<file path="src/rtl/arb_wrr_pkg.sv">
// Shared constants and state type for the weighted round-robin arbiter.
package arb_wrr_pkg;

    localparam int N      = 8;
    localparam int WW     = 4;
    localparam int IDW    = 3;
    localparam int WT_RST = 1;

    typedef enum logic [1:0] {
        IDLE   = 2'd0,
        GRANT  = 2'd1,
        REFILL = 2'd2
    } arb_state_t;

endpackage

</file>
<file path="src/rtl/arb_rr_pick.sv">
// Find-first-set over the eligibility vector, starting at ptr and wrapping 7->0.
module arb_rr_pick
    import arb_wrr_pkg::*;
(
    input  logic [N-1:0]   elig,
    input  logic [IDW-1:0] ptr,
    output logic           found,
    output logic [IDW-1:0] idx
);

    // Walk the requesters in rotated order and keep the first eligible one.
    always_comb begin
        logic [IDW-1:0] w_pos;
        found = 1'b0;
        idx   = '0;
        w_pos = ptr;
        for (int k = 0; k < N; k++) begin
            w_pos = ptr + IDW'(k);
            if (!found && elig[w_pos]) begin
                found = 1'b1;
                idx   = w_pos;
            end
        end
    end

endmodule

</file>
<file path="src/rtl/arbiter_8x8_wrr.sv">
// Eight-requester weighted round-robin arbiter with grant hold until done.
//
// state  | meaning
// -------+-----------------------------------------------------------
// IDLE   | no owner; pick an eligible requester or request a refill
// GRANT  | owner holds grant until it pulses done
// REFILL | reload every credit from its weight, then back to IDLE
module arbiter_8x8_wrr #(
    parameter int N  = 8,
    parameter int WW = 4
) (
    input  logic          clk,
    input  logic          rst_n,
    input  logic [N-1:0]  req,
    input  logic          done,
    input  logic          wt_we,
    input  logic [2:0]    wt_idx,
    input  logic [WW-1:0] wt_data,
    output logic [N-1:0]  grant,
    output logic          grant_vld,
    output logic [2:0]    grant_id
);

    import arb_wrr_pkg::*;

    localparam logic [N-1:0]  GNT_ONE = N'(1);
    localparam logic [WW-1:0] CR_ONE  = WW'(1);

    arb_state_t    r_state;
    arb_state_t    w_state_nxt;
    logic [N-1:0]  r_grant;
    logic [N-1:0]  w_grant_nxt;
    logic [2:0]    r_grant_id;
    logic [2:0]    w_id_nxt;
    logic [2:0]    r_ptr;
    logic [2:0]    w_ptr_nxt;
    logic [WW-1:0] r_weight [N];
    logic [WW-1:0] r_credit [N];
    logic [N-1:0]  w_elig;
    logic [N-1:0]  w_want;
    logic          w_found;
    logic [2:0]    w_pick_idx;
    logic          w_refill;
    logic          w_consume;
    logic [WW-1:0] w_cred_left;

    // A requester wants service if its weight is nonzero; it may be served if credit remains.
    always_comb begin
        w_elig = '0;
        w_want = '0;
        for (int i = 0; i < N; i++) begin
            w_want[i] = req[i] & (r_weight[i] != '0);
            w_elig[i] = w_want[i] & (r_credit[i] != '0);
        end
    end

    arb_rr_pick u_pick (
        .elig  (w_elig),
        .ptr   (r_ptr),
        .found (w_found),
        .idx   (w_pick_idx)
    );

    assign w_cred_left = r_credit[r_grant_id] - CR_ONE;

    // Next-state and next-output decode.
    always_comb begin
        w_state_nxt = r_state;
        w_grant_nxt = r_grant;
        w_id_nxt    = r_grant_id;
        w_ptr_nxt   = r_ptr;
        w_refill    = 1'b0;
        w_consume   = 1'b0;
        case (r_state)
            IDLE: begin
                if (w_found) begin
                    w_grant_nxt = GNT_ONE << w_pick_idx;
                    w_id_nxt    = w_pick_idx;
                    w_state_nxt = GRANT;
                end else if (w_want != '0) begin
                    w_state_nxt = REFILL;
                end
            end
            GRANT: begin
                // Owner keeps the pointer while it still has credit and still requests.
                if (done) begin
                    w_grant_nxt = '0;
                    w_id_nxt    = '0;
                    w_consume   = 1'b1;
                    if ((w_cred_left == '0) || !req[r_grant_id]) begin
                        w_ptr_nxt = r_grant_id + 3'd1;
                    end else begin
                        w_ptr_nxt = r_grant_id;
                    end
                    w_state_nxt = IDLE;
                end
            end
            REFILL: begin
                w_refill    = 1'b1;
                w_state_nxt = IDLE;
            end
            default: begin
                w_grant_nxt = '0;
                w_id_nxt    = '0;
                w_state_nxt = IDLE;
            end
        endcase
    end

    // State, pointer and registered grant outputs.
    always_ff @(posedge clk or negedge rst_n) begin
        if (!rst_n) begin
            r_state    <= IDLE;
            r_grant    <= '0;
            r_grant_id <= '0;
            r_ptr      <= '0;
        end else begin
            r_state    <= w_state_nxt;
            r_grant    <= w_grant_nxt;
            r_grant_id <= w_id_nxt;
            r_ptr      <= w_ptr_nxt;
        end
    end

    // Run-time weight programming; a refill in the same cycle still sees the old value.
    always_ff @(posedge clk or negedge rst_n) begin
        if (!rst_n) begin
            for (int i = 0; i < N; i++) begin
                r_weight[i] <= WW'(WT_RST);
            end
        end else if (wt_we) begin
            r_weight[wt_idx] <= wt_data;
        end
    end

    // Credits reload on refill and drop by one when the owner finishes.
    always_ff @(posedge clk or negedge rst_n) begin
        if (!rst_n) begin
            for (int i = 0; i < N; i++) begin
                r_credit[i] <= WW'(WT_RST);
            end
        end else if (w_refill) begin
            for (int i = 0; i < N; i++) begin
                r_credit[i] <= r_weight[i];
            end
        end else if (w_consume) begin
            r_credit[r_grant_id] <= w_cred_left;
        end
    end

    assign grant     = r_grant;
    assign grant_vld = |r_grant;
    assign grant_id  = r_grant_id;

endmodule

</file>
<file path="config.mk">
export PLATFORM = sky130hd
export DESIGN_NAME = arbiter_8x8_wrr
export DESIGN_NICKNAME = d
export VERILOG_FILES = /design/src/rtl/arb_wrr_pkg.sv /design/src/rtl/arb_rr_pick.sv /design/src/rtl/arbiter_8x8_wrr.sv
export SDC_FILE = /design/constraint.sdc
export NUM_CORES = 1
export LEC_CHECK = 0
export ABC_CLOCK_PERIOD_IN_PS = 3500
export BUFFER_PORTS_ARGS = -buffer_cell sky130_fd_sc_hd__buf_2
export CORE_MARGIN = 5
export CORE_UTILIZATION = 57
export CTS_BUF_LIST = sky130_fd_sc_hd__clkbuf_4
export DETAILED_ROUTE_END_ITERATION = 16
export PLACE_DENSITY = 0.89
export SYNTH_ARGS = -nofsm -noshare
export SYNTH_HDL_FRONTEND = slang
export SYNTH_HIERARCHICAL = 1
export SYNTH_SLANG_ARGS = --single-unit
export TNS_END_PERCENT = 10
</file>
<file path="constraint.sdc">
create_clock -name clk -period 3.5 [get_ports clk]
set_clock_uncertainty 0.2 [all_clocks]
set_input_delay 0.35 -clock clk [delete_from_list [all_inputs] [get_ports clk]]
set_output_delay 0.35 -clock clk [all_outputs]
set_load 0.005 [all_outputs]
</file>
After elaboration in Yosys (flattened, before gate mapping)
Index checks and enable logic that the tools add are counted.
- word-level logic and storage cells: 168
- bits in registers: 80
- output and inout bits: 12
- input port bits: 19
- eq/ne operators: 5
- reductions and logical operators: 42
- shift operators: 1
- order comparisons: 13
- $add $sub $neg: 9
- muxes and demuxes: 59
- bitwise logic cells: 19
- operators with widths (kind ; count):
    $bwmux W32 ; 2
    $mux W32 ; 2
    $reduce_bool A4 Y1 ; 16
    $lt A3 B4 Y1 const B ; 9
    $mux W3 ; 11
    $bmux W1 S3 ; 9
    $demux W4 S3 ; 2
    $pmux W8 S3 ; 1
    $mux W1 ; 20
    $and A1 B1 Y1 ; 16
    $mux W4 ; 4
    $mux W8 ; 2
    $add A3 B3 Y3 const B ; 4
    $bmux W4 S3 ; 1
    $logic_and A1 B1 Y1 ; 9
    $pmux W3 S3 ; 1
    $ge A4 B4 Y1 const B ; 2
    $logic_not A1 Y1 ; 8
    $lt A4 B1 Y1 const B ; 2
    $not A3 Y4 ; 2
    $reduce_bool A8 Y1 ; 1
    $reduce_or A8 Y1 ; 1
    $shl A1 B3 Y8 const A ; 1
    $add A3 B1 Y3 const B ; 2
    other kinds (16) ; 20

Logic depth before layout (Yosys ltp)
Gate-level depths: netlist of run 1.
- depth after elaboration: 30
- gate-level depth with buffers: 15
- gate-level depth less buffers: 11

Modules after synthesis
The synthesis of run 1 kept the hierarchy.
- modules (own cells, without submodules) (module ; cells an instance ; instances ; sequential area each (µm²) ; area an instance (µm²)):
    arbiter_8x8_wrr ; 355 ; 1 ; 2021.9 ; 4013.8
    arb_rr_pick ; 121 ; 1 ; 0.0 ; 1081.0

Worst setup path before layout of run 1
Ideal clock, no wire load.
- path kind: register to register
- start point: reg r_ptr[1]
- end point: reg r_grant_id[0], in the netlist grant_id[0]
- period minus slack after synthesis: 3.817 ns
- setup time: 0.136 ns
- required time: 3.164 ns
- data arrival time: 3.481 ns
- cell stages (with the launch flop): 14
- buffers on the path: 4
- slack: -0.317 ns
- cell sequence: dfrtp_1 > buf_2 > buf_2 > inv_1 > ha_1 > buf_6 > mux4_2 > mux2_4 > or2_1 > nor3_2 > nand2_1 > a21oi_1 > clkbuf_1 > o21ai_0
- word-level cells in the longest chain between the ends: 26
- elaborated cells between the ends (all ways): 57
- classes of those cells: 7 x add/sub; 1 x eq/ne; 34 x mux; 15 x reduce/logical
- ends and longest elaborated chain (element ; RTL line ; text):
    start, declared ; arbiter_8x8_wrr.sv:35 ; logic [2:0] r_ptr;
    start signal, assigned ; arbiter_8x8_wrr.sv:121 ; r_ptr <= w_ptr_nxt;
    parallel branches: the longest is 23 deep, another holds $add A3 B1 Y3 ; -- ;
    $mux W1 (*) ; arb_rr_pick.sv:19 ; if (!found && elig[w_pos]) begin
    via w_found ; arbiter_8x8_wrr.sv:41 ; logic w_found;
    $ne A2 B1 Y1 (no line) (*) ; -- ;
    $reduce_and A3 Y1 (no line) (*) ; -- ;
    end signal, assigned ; arbiter_8x8_wrr.sv:120 ; r_grant_id <= w_id_nxt;
    end, declared ; arbiter_8x8_wrr.sv:33 ; logic [2:0] r_grant_id;
Mark *: on every way through the listed nets, which the timed path passes. The select of a mux whose other input is x is not followed.
A chain may end at the register's enable or synchronous reset.

Final worst setup path of run 1
- start point: reg r_grant_id[0], in the netlist grant_id[0]
- end point: reg r_ptr[0]
- word-level cells in the longest chain between the ends: 8
- elaborated cells between the ends (all ways): 12
- classes of those cells: 2 x add/sub; 6 x mux; 1 x bitwise; 3 x reduce/logical
- ends and longest elaborated chain (element ; RTL line ; text):
    $not A3 Y4 (not written as such) ; arbiter_8x8_wrr.sv:64 ; assign w_cred_left = r_credit[r_grant_id] - CR_ONE;
    $bmux W4 S3 ; arbiter_8x8_wrr.sv:64 ;
    $mux W4 (not written as such) (2 in series) ; arbiter_8x8_wrr.sv:64 ;
    $sub A4 B1 Y4 ; arbiter_8x8_wrr.sv:64 ;
    $logic_not A4 Y1 ; arbiter_8x8_wrr.sv:90 ; if ((w_cred_left == '0) || !req[r_grant_id]) begin
    $logic_or A1 B1 Y1 ; arbiter_8x8_wrr.sv:90 ;
    $mux W3 (*) ; arbiter_8x8_wrr.sv:90 ;
Mark *: on every way between the ends. The rest lies on a longest branch, timed or not. The select of a mux whose other input is x is not followed.

==> flow_summary.rst, run 1 <==
.. list-table::
   :header-rows: 1

   * - Metric
     - Value
   * - Portion of the post-synthesis area used by sequential elements
     - 39.7%
   * - Total wirelength of the detailed-routed design
     - around 15000 µm
   * - Critical Path Fanout Max
     - 10
   * - Main flop type after synthesis
     - dfrtp_1
   * - Max Freq
     - ~0.27 GHz
   * - Synth area leader
     - dfrtp_1
   * - Net Count, Synth
     - 500
   * - Ordered cell list for the critical path
     - mux4_2 > a2111oi_0 > o221ai_1 > mux2i_1 > a311oi_2 > mux2i_1 > nand2_1
   * - Final hold vios
     - 0
   * - Post-synth ARST share
     - 100%
   * - Fillers
     - between 500 and 600
   * - Count of buffers from port buffering
     - 30
   * - # clock sinks
     - 80
   * - Wire length of the first global-routing pass
     - 24200 µm
   * - Starting DRT DRC Count
     - 641
   * - Total negative slack
     - -1.29 ns
   * - Number of global-route vias before repair
     - 4581
   * - Detailed Routing Iterations Pass 1
     - 7
   * - Slowest stage cell, crit path
     - a2111oi_0
   * - Total CTS buffers
     - 9
   * - Max capacitance violation total
     - 0
   * - Root buf cell
     - clkbuf_4
   * - Row Count
     - 34
   * - Average wire per standard cell
     - roughly 24 µm
   * - Worst setup path category
     - reg2reg
   * - Area of the multi-input gates
     - 3150 µm²
   * - Via count
     - 4706
   * - Critical path arrival
     - about 3.8 ns
   * - Number of standard cells in the final layout excluding fillers
     - 652
   * - Count of nets left with antenna violations after detail routing
     - 0
   * - Failing checks
     - setup timing
   * - CP Data Required Time
     - 3.62 ns
   * - Slowest Stage Delay on Critical Path
     - 0.79 ns
   * - Clock latency of the later-clocked register in the worst-skew pair
     - approximately 0.47 ns
   * - Count of warnings emitted by yosys
     - 6
   * - Remaining design rule violation count
     - 0
   * - Core Box Area
     - 8720 µm²
   * - Largest buffer count on any clock path
     - 2
   * - Number of inserted diodes
     - 0
   * - Reg-to-Reg Start
     - grant_id[0]
   * - Overall global routing resource usage
     - a little over a quarter
   * - Static leakage power
     - 2.50 nW
   * - Area fraction of the dominant cell type after synthesis
     - 31.4%
   * - Kind of capture point of the worst setup path
     - register
   * - Detail Placement HPWL
     - between 10000 and 15000 µm
   * - Global-route congestion overflow total
     - 0
   * - Drt via density
     - 7.22
   * - Final Critical Period
     - 3.70 ns
   * - CTS tree
     - yes
   * - Cells after synthesis
     - around 480
   * - Cell repeated most along the worst path
     - mux2i_1
   * - Kind of start point of the critical path
     - register
   * - Final design area excluding fillers
     - 6030 µm²
   * - Pwr/cell area
     - 1040 nW/µm²
   * - Effective utilization at floorplan
     - about three fifths
   * - Type of the worst min-delay path
     - in2reg
   * - Post-synthesis cell area
     - 5090 µm²
   * - Beginning of the worst hold path
     - done
   * - Flip-flop and latch count after synthesis
     - 80
   * - Worst-case register-to-register setup slack
     - -0.20 ns
   * - Initial antenna violation count
     - 0
   * - Unrepaired setup endpoints after global routing
     - true
   * - Height of the die
     - 105 µm
   * - Die outline area
     - 10900 µm²
   * - CTS H-tree lvls
     - 3
   * - Cell Count Post-Placement
     - 629
   * - Relative max-transition margin
     - about 34%
   * - Top-level I/O count
     - 31
   * - Synth Area per Inst
     - ~11 µm²
   * - Die Span X
     - about 100 µm
   * - Transition time at the pin with the least slew margin
     - 0.989 ns
   * - Number of distinct standard cells referenced by the synthesized netlist
     - 64
   * - Relative area change from synthesis to final layout
     - 18.4%
   * - Final Max Slew Viols
     - 0
   * - Placed Instance Area
     - 5570 µm²
   * - Critical path's top delay family
     - compound AO/OA/AOI/OAI gates
   * - Finish-stage setup viols
     - 13
   * - CTS clock-pin slew for the worst setup and hold paths
     - 0.15 ns
   * - Peak supply drop
     - 0.453 mV
   * - Result of the run
     - finished, violations left
   * - CP Buf/Inv Count
     - 0
   * - Area contributors post-synth
     - dfrtp_1, mux2_2, dfstp_2, mux4_2, mux4_1
   * - Final critical-path share of the clock period
     - 106%
   * - Min setup slack post-route
     - -0.197 ns
   * - Fraction of layout cells with a size suffix above 1
     - 40.1%
   * - Number of nets in the final layout
     - roughly 560
   * - Register cell area after layout
     - 2020 µm²
   * - Gpl congestion
     - 1.04
   * - Worst setup path startpoint
     - grant_id[0]
   * - Maximum number of pins on one net before global-route repair
     - 81
   * - Number of enable-type register cells in the synthesized netlist
     - 0
-- power by group --
part / total [W] / switching, W / leakage [nW] / internal, W
clock: 0.000655 / 0.000353 / 0.0885 / 0.000302
combinational: 0.00399 / 0.00222 / 1.45 / 0.00177
sequential: 0.00164 / 0.000373 / 0.967 / 0.00127
-- cell usage in the layout, fill, tap and decap left out, drive strengths merged, types with 5 or more instances in the layout --
| cell | n |
|---|---|
| a21oi | 17 |
| a22oi | 27 |
| and3 | 6 |
| buf | 76 |
| clkbuf | 10 |
| dfrtp | 64 |
| dfstp | 16 |
| ha | 5 |
| inv | 13 |
| mux2 | 43 |
| mux2i | 14 |
| mux4 | 23 |
| nand2 | 43 |
| nand3 | 5 |
| nor2 | 36 |
| nor2b | 7 |
| nor4 | 14 |
| o21ai | 45 |
| o41ai | 12 |
-- final timing paths --
check | cells past startpoint | to
worst max-delay path | 7 | r_ptr[0]
worst min-delay path | 4 | r_state[0]
worst max register to register | 7 | r_ptr[0]
worst min register to register | 2 | r_credit[21]
max in group asynchronous | 2 | grant_id[2]
min in group asynchronous | 2 | r_weight[21]
-- repair_timing --
item | in CTS | in global routing
endpoints found under the setup margin | 13 | 14
buffers inserted | 1 | 5
resized for setup | 25 | 27
hold buffers | 1 | 0
hold endpoints to repair | 64 | 0
pin swaps | 3 | 10
gates cloned | 0 | 0
-- tightest hold or removal path: cells and delay by family --
family,cells,cell delay (ns)
multiplexers,1,0.07
buffers and inverters,2,0.17
AND/OR/NAND/NOR,1,0.11
-- cells by family after synthesis --
logic type                 count (synthesis)  share of synthesized area [%]
and+or+nand+nor                          135                           13.0
AOI/OAI and AO/OA                        134                           17.9
adders and majority gates                  5                           1.23
DFF                                       80                           39.7
buffers and inverters                     37                           3.68
xor gates and xnor gates                   5                          0.860
muxes                                     80                           23.7
-- registers in the layout, indices dropped and copies added, names as in the netlist --
signal	flops
r_state	2
r_weight	32
grant_id	3
grant	8
r_credit	32
r_ptr	3
-- layer usage --
layer  global-route usage, %  share of wire [%]
met1                    34.9                 37
met2                    45.4                 50
met3                    4.25                8.6
met4                    12.3                4.7
met5                       0                  0
-- synth_stat cells, types with 11 or more instances --
| library cell | number |
|---|---|
| a21oi_1 | 17 |
| a22oi_1 | 27 |
| dfrtp_1 | 64 |
| dfstp_2 | 16 |
| inv_1 | 11 |
| mux2_2 | 39 |
| mux2i_1 | 13 |
| mux4_2 | 13 |
| nand2_1 | 42 |
| nor2_1 | 36 |
| nor4_1 | 14 |
| o21ai_0 | 42 |
| o41ai_1 | 12 |
-- metrics by stage --
stage	util (%)	total power, W	hold slack [ns]	worst slack (ns)
after floorplan	-	0.00384	-0.146	0.0104
after global placement	63.8	0.00478	0.290	-0.0935
after detailed placement	63.8	0.00499	0.301	-0.264
after CTS	67.5	0.00585	0.0876	-0.000648
after global routing	69.2	0.00660	0.104	-0.299
final	69.2	0.00629	0.0713	-0.197
-- area by class of cell --
cell class	count	share of cell area, %
multi-input combinational	359	52.2
clock inverter	6	1.53
inverter	12	0.746
tap	108	2.24
sequential	80	33.5
clock buffer	10	1.24
timing repair buffer	77	8.48
(Power assumes the default switching activity.)
==> run 2, diff against run 1 <==
--- a/config.mk
+++ b/config.mk
@@ -11,9 +11,8 @@
 export CORE_UTILIZATION = 57
 export CTS_BUF_LIST = sky130_fd_sc_hd__clkbuf_4
 export DETAILED_ROUTE_END_ITERATION = 16
-export PLACE_DENSITY = 0.89
+export PLACE_DENSITY = 0.9
 export SYNTH_ARGS = -nofsm -noshare
 export SYNTH_HDL_FRONTEND = slang
-export SYNTH_HIERARCHICAL = 1
 export SYNTH_SLANG_ARGS = --single-unit
 export TNS_END_PERCENT = 10
==> flow_summary.rst, run 2 <==
.. list-table::
   :header-rows: 1

   * - Metric
     - Value
   * - Crit. path cell count
     - 7
   * - Critical Path Fanout Max
     - 7
   * - Minimum hold slack
     - 0.0730 ns
   * - Via count
     - 4496
   * - Relative area change from synthesis to final layout
     - 11.2%
   * - Die outline area
     - 10600 µm²
   * - Area fraction of the dominant cell type after synthesis
     - 32.5%
   * - Combinational share of power
     - 60.1%
   * - CTS H-tree lvls
     - 3
   * - Kind of start point of the critical path
     - register
   * - CP Data Required Time
     - around 3.7 ns
   * - Setup Slack @ Placement
     - 0.110 ns
   * - End of the critical path
     - grant[5]
   * - Ordered cell list for the critical path
     - o41ai_4 > o32ai_2 > mux4_2 > or4b_4 > o31a_1 > o21a_1 > o31ai_1
   * - Transition time at the pin with the least slew margin
     - 0.989 ns
   * - CP Buf/Inv Count
     - 0
   * - Utilization after layout
     - 63.8%
   * - Kind of capture point of the worst setup path
     - register
   * - Internal Power
     - between 0.002 and 0.003 W
   * - Clock network fraction of design power
     - under 10%
   * - Pwr/cell area
     - 1040 nW/µm²
   * - Number of standard cells in the final layout excluding fillers
     - 640
   * - Drt via density
     - 7.03
   * - Final Max Slew Viols
     - 0
   * - Psw
     - 0.00282 W
   * - Slowest Stage Delay on Critical Path
     - 0.57 ns
   * - Effective utilization at floorplan
     - ~57%
   * - Initial antenna violation count
     - 0
   * - Top-count cell post-synth
     - nand2_1
   * - Reg-to-Reg Start
     - r_weight[25]
   * - Unrepaired setup endpoints after global routing
     - true
   * - Row Count
     - 34
   * - Result of the run
     - finished clean
   * - Worst setup path category
     - reg2reg
   * - Detailed Routing Iterations Pass 1
     - 6
   * - Top-level I/O count
     - 31
   * - Most frequent standard cell in the layout excluding fill and tap cells
     - nand2_1
   * - Critical path's top delay family
     - compound AO/OA/AOI/OAI gates
   * - Gpl congestion
     - approximately 1
   * - Synth Area per Inst
     - 10.2 µm²
   * - Worst-case register-to-register setup slack
     - 0.09 ns
   * - Count of nets left with antenna violations after detail routing
     - 0
   * - Final design area excluding fillers
     - around 5500 µm²
   * - Post-synth ARST share
     - 100%
   * - Height of the die
     - 103 µm
   * - Final Critical Period
     - 3.41 ns
   * - Number of enable-type register cells in the synthesized netlist
     - 0
   * - Count of warnings emitted by yosys
     - 0
   * - Count of buffers from port buffering
     - 30
   * - Number of distinct standard cells referenced by the synthesized netlist
     - between 60 and 70
   * - Setup Buffers After CTS
     - 0
   * - Final critical-path share of the clock period
     - a little over nine tenths
   * - CTS clock-pin slew for the worst setup and hold paths
     - 0.15 ns
   * - Relative max-transition margin
     - between 30% and 40%
   * - Slowest stage cell, crit path
     - mux4_2
   * - Overall global routing resource usage
     - 28.1%
   * - Final hold vios
     - 0
   * - Main flop type after synthesis
     - dfrtp_1
   * - Min setup slack post-route
     - 0.0911 ns
   * - Maximum number of pins on one net before global-route repair
     - a little over 80
   * - Total wirelength of the detailed-routed design
     - approximately 14000 µm
   * - Largest buffer count on any clock path
     - 2
   * - Static leakage power
     - 2.22 nW
   * - Register cell area after layout
     - just over 2000 µm²
   * - Total CTS buffers
     - 9
   * - Fraction of layout cells with a size suffix above 1
     - between 20% and 30%
   * - Path depth of the worst reg2reg path
     - 7
   * - Area contributors post-synth
     - dfrtp_1, dfstp_2, mux2_2, nand2_1, o41ai_4
   * - Peak supply drop
     - approximately 0.5 mV
   * - Highest-count cells in the layout ignoring fill and taps
     - nand2_1, dfrtp_1, o21ai_0
   * - Cell Count Post-Placement
     - 623
   * - Remaining design rule violation count
     - 0
   * - Net Count, Synth
     - 507
   * - Cells after synthesis
     - 483
   * - Post-synthesis cell area
     - between 4000 and 5000 µm²
   * - Share of total power in sequential cells
     - 30.3%
   * - Detail Placement HPWL
     - 10500 µm
   * - Placed Instance Area
     - approximately 5300 µm²
   * - # clock sinks
     - 80
   * - End of the worst register-to-register path
     - grant[5]
   * - Finish-stage setup viols
     - 0
   * - Max Freq
     - 0.293 GHz
   * - Area of the multi-input gates
     - 2800 µm²
   * - Core Box Area
     - roughly 8600 µm²
   * - Number of nets in the final layout
     - 551
   * - CTS tree
     - yes
   * - Synth area leader
     - dfrtp_1
   * - Portion of the post-synthesis area used by sequential elements
     - about two fifths
   * - Critical path arrival
     - 3.56 ns
   * - Fillers
     - 667
   * - Wire length of the first global-routing pass
     - 22800 µm
   * - Global-route congestion overflow total
     - 0
   * - Switching part of the total power
     - between 40% and 50%
   * - Worst setup path startpoint
     - r_weight[25]
   * - Root buf cell
     - clkbuf_4
   * - Max capacitance violation total
     - 0
   * - Number of inserted diodes
     - 0
   * - Cell types with the highest counts after synthesis
     - nand2_1, dfrtp_1, o21ai_0
   * - Die Span X
     - around 100 µm
   * - Flip-flop and latch count after synthesis
     - 80
   * - Clock latency of the later-clocked register in the worst-skew pair
     - 0.45 ns
   * - Starting DRT DRC Count
     - 520
   * - Number of global-route vias before repair
     - 4420
   * - Type of the worst min-delay path
     - in2reg
   * - Average wire per standard cell
     - 22.0 µm
run 2: cell count changes after synthesis, moves of 7 or more:
cell,change
nand2_1,+24
a21oi_1,-14
o31ai_1,+11
mux4_1,-10
o21ai_0,-9
o22ai_1,+9
o41ai_4,+8
mux2_2,-7
nor3_1,+7
run 2: how the worst min path moves through the flow:
stage,startpoint,slack (ns),to,cells after the start
CTS,done,0.07,r_state[0],4
floorplan,rst_n,-0.15,grant[0],0
finish,done,0.07,r_state[0],4
global placement,grant[2],0.32,grant[2],2
global route,wt_data[2],0.05,r_weight[6],2
detailed placement,grant[2],0.32,grant[2],2
run 2: timing repair:
| action | CTS | global route |
|---|---|---|
| endpoints found under the hold margin | 64 | 0 |
| endpoints found under the setup margin | 0 | 10 |
| hold buffers | 1 | 0 |
| gates resized for setup | 0 | 2 |
run 2: area by class of cell:
| cell class | count | area share (%) |
|---|---|---|
| multi-input cells | 371 | 51.1 |
| flip-flops and latches | 80 | 36.9 |
| repair buffers | 52 | 6.30 |
| well taps | 108 | 2.47 |
| clock buffers | 9 | 1.23 |
| clock inverters | 7 | 1.14 |
| inverters | 13 | 0.890 |
run 2: metrics by stage:
| stage | TNS [ns] | power, W |
|---|---|---|
| 2_1_floorplan | 0 | 0.00385 |
| 3_3_place_gp | 0 | 0.00489 |
| 3_5_place_dp | 0 | 0.00500 |
| 4_1_cts | 0 | 0.00555 |
| 5_1_grt | -0.116 | 0.00601 |
| 6_report | 0 | 0.00567 |
run 2: power by group through the flow:
stage,Sequential (W),Clock (W),Combinational (W)
after detailed placement,0.00170,0,0.00330
after global placement,0.00168,0,0.00321
after CTS,0.00169,0.000548,0.00331
final,0.00172,0.000544,0.00341
after floorplan,0.00154,0,0.00231
after global routing,0.00174,0.000597,0.00367
run 2: cells by family (layout without fill, tap and decap cells):
family,Yosys count,after routing,share of synthesized area [%]
AND/OR/NAND/NOR,159,159,15.3
multiplexers,50,50,13.0
buffers and inverters,32,81,2.56
AO/OA/AOI/OAI,151,151,25.8
XOR/XNOR,6,6,1.07
adder cells (fa/ha/maj),5,5,1.27
flip-flops,80,80,41.0
run 2: routing by layer:
layer | GRT usage [%] | part of all wire (%)
met4 | 10.8 | 3.6
met3 | 7.92 | 10
met5 | 0 | 0
met1 | 36.7 | 39
met2 | 44.6 | 47
run 2: worst reg2reg max path, delay by kind of cell, from the launching register on:
kind	cells	cell delay, ns
simple gates	1	0.54
mux	1	0.57
flops	1	0.44
compound gates	5	1.58
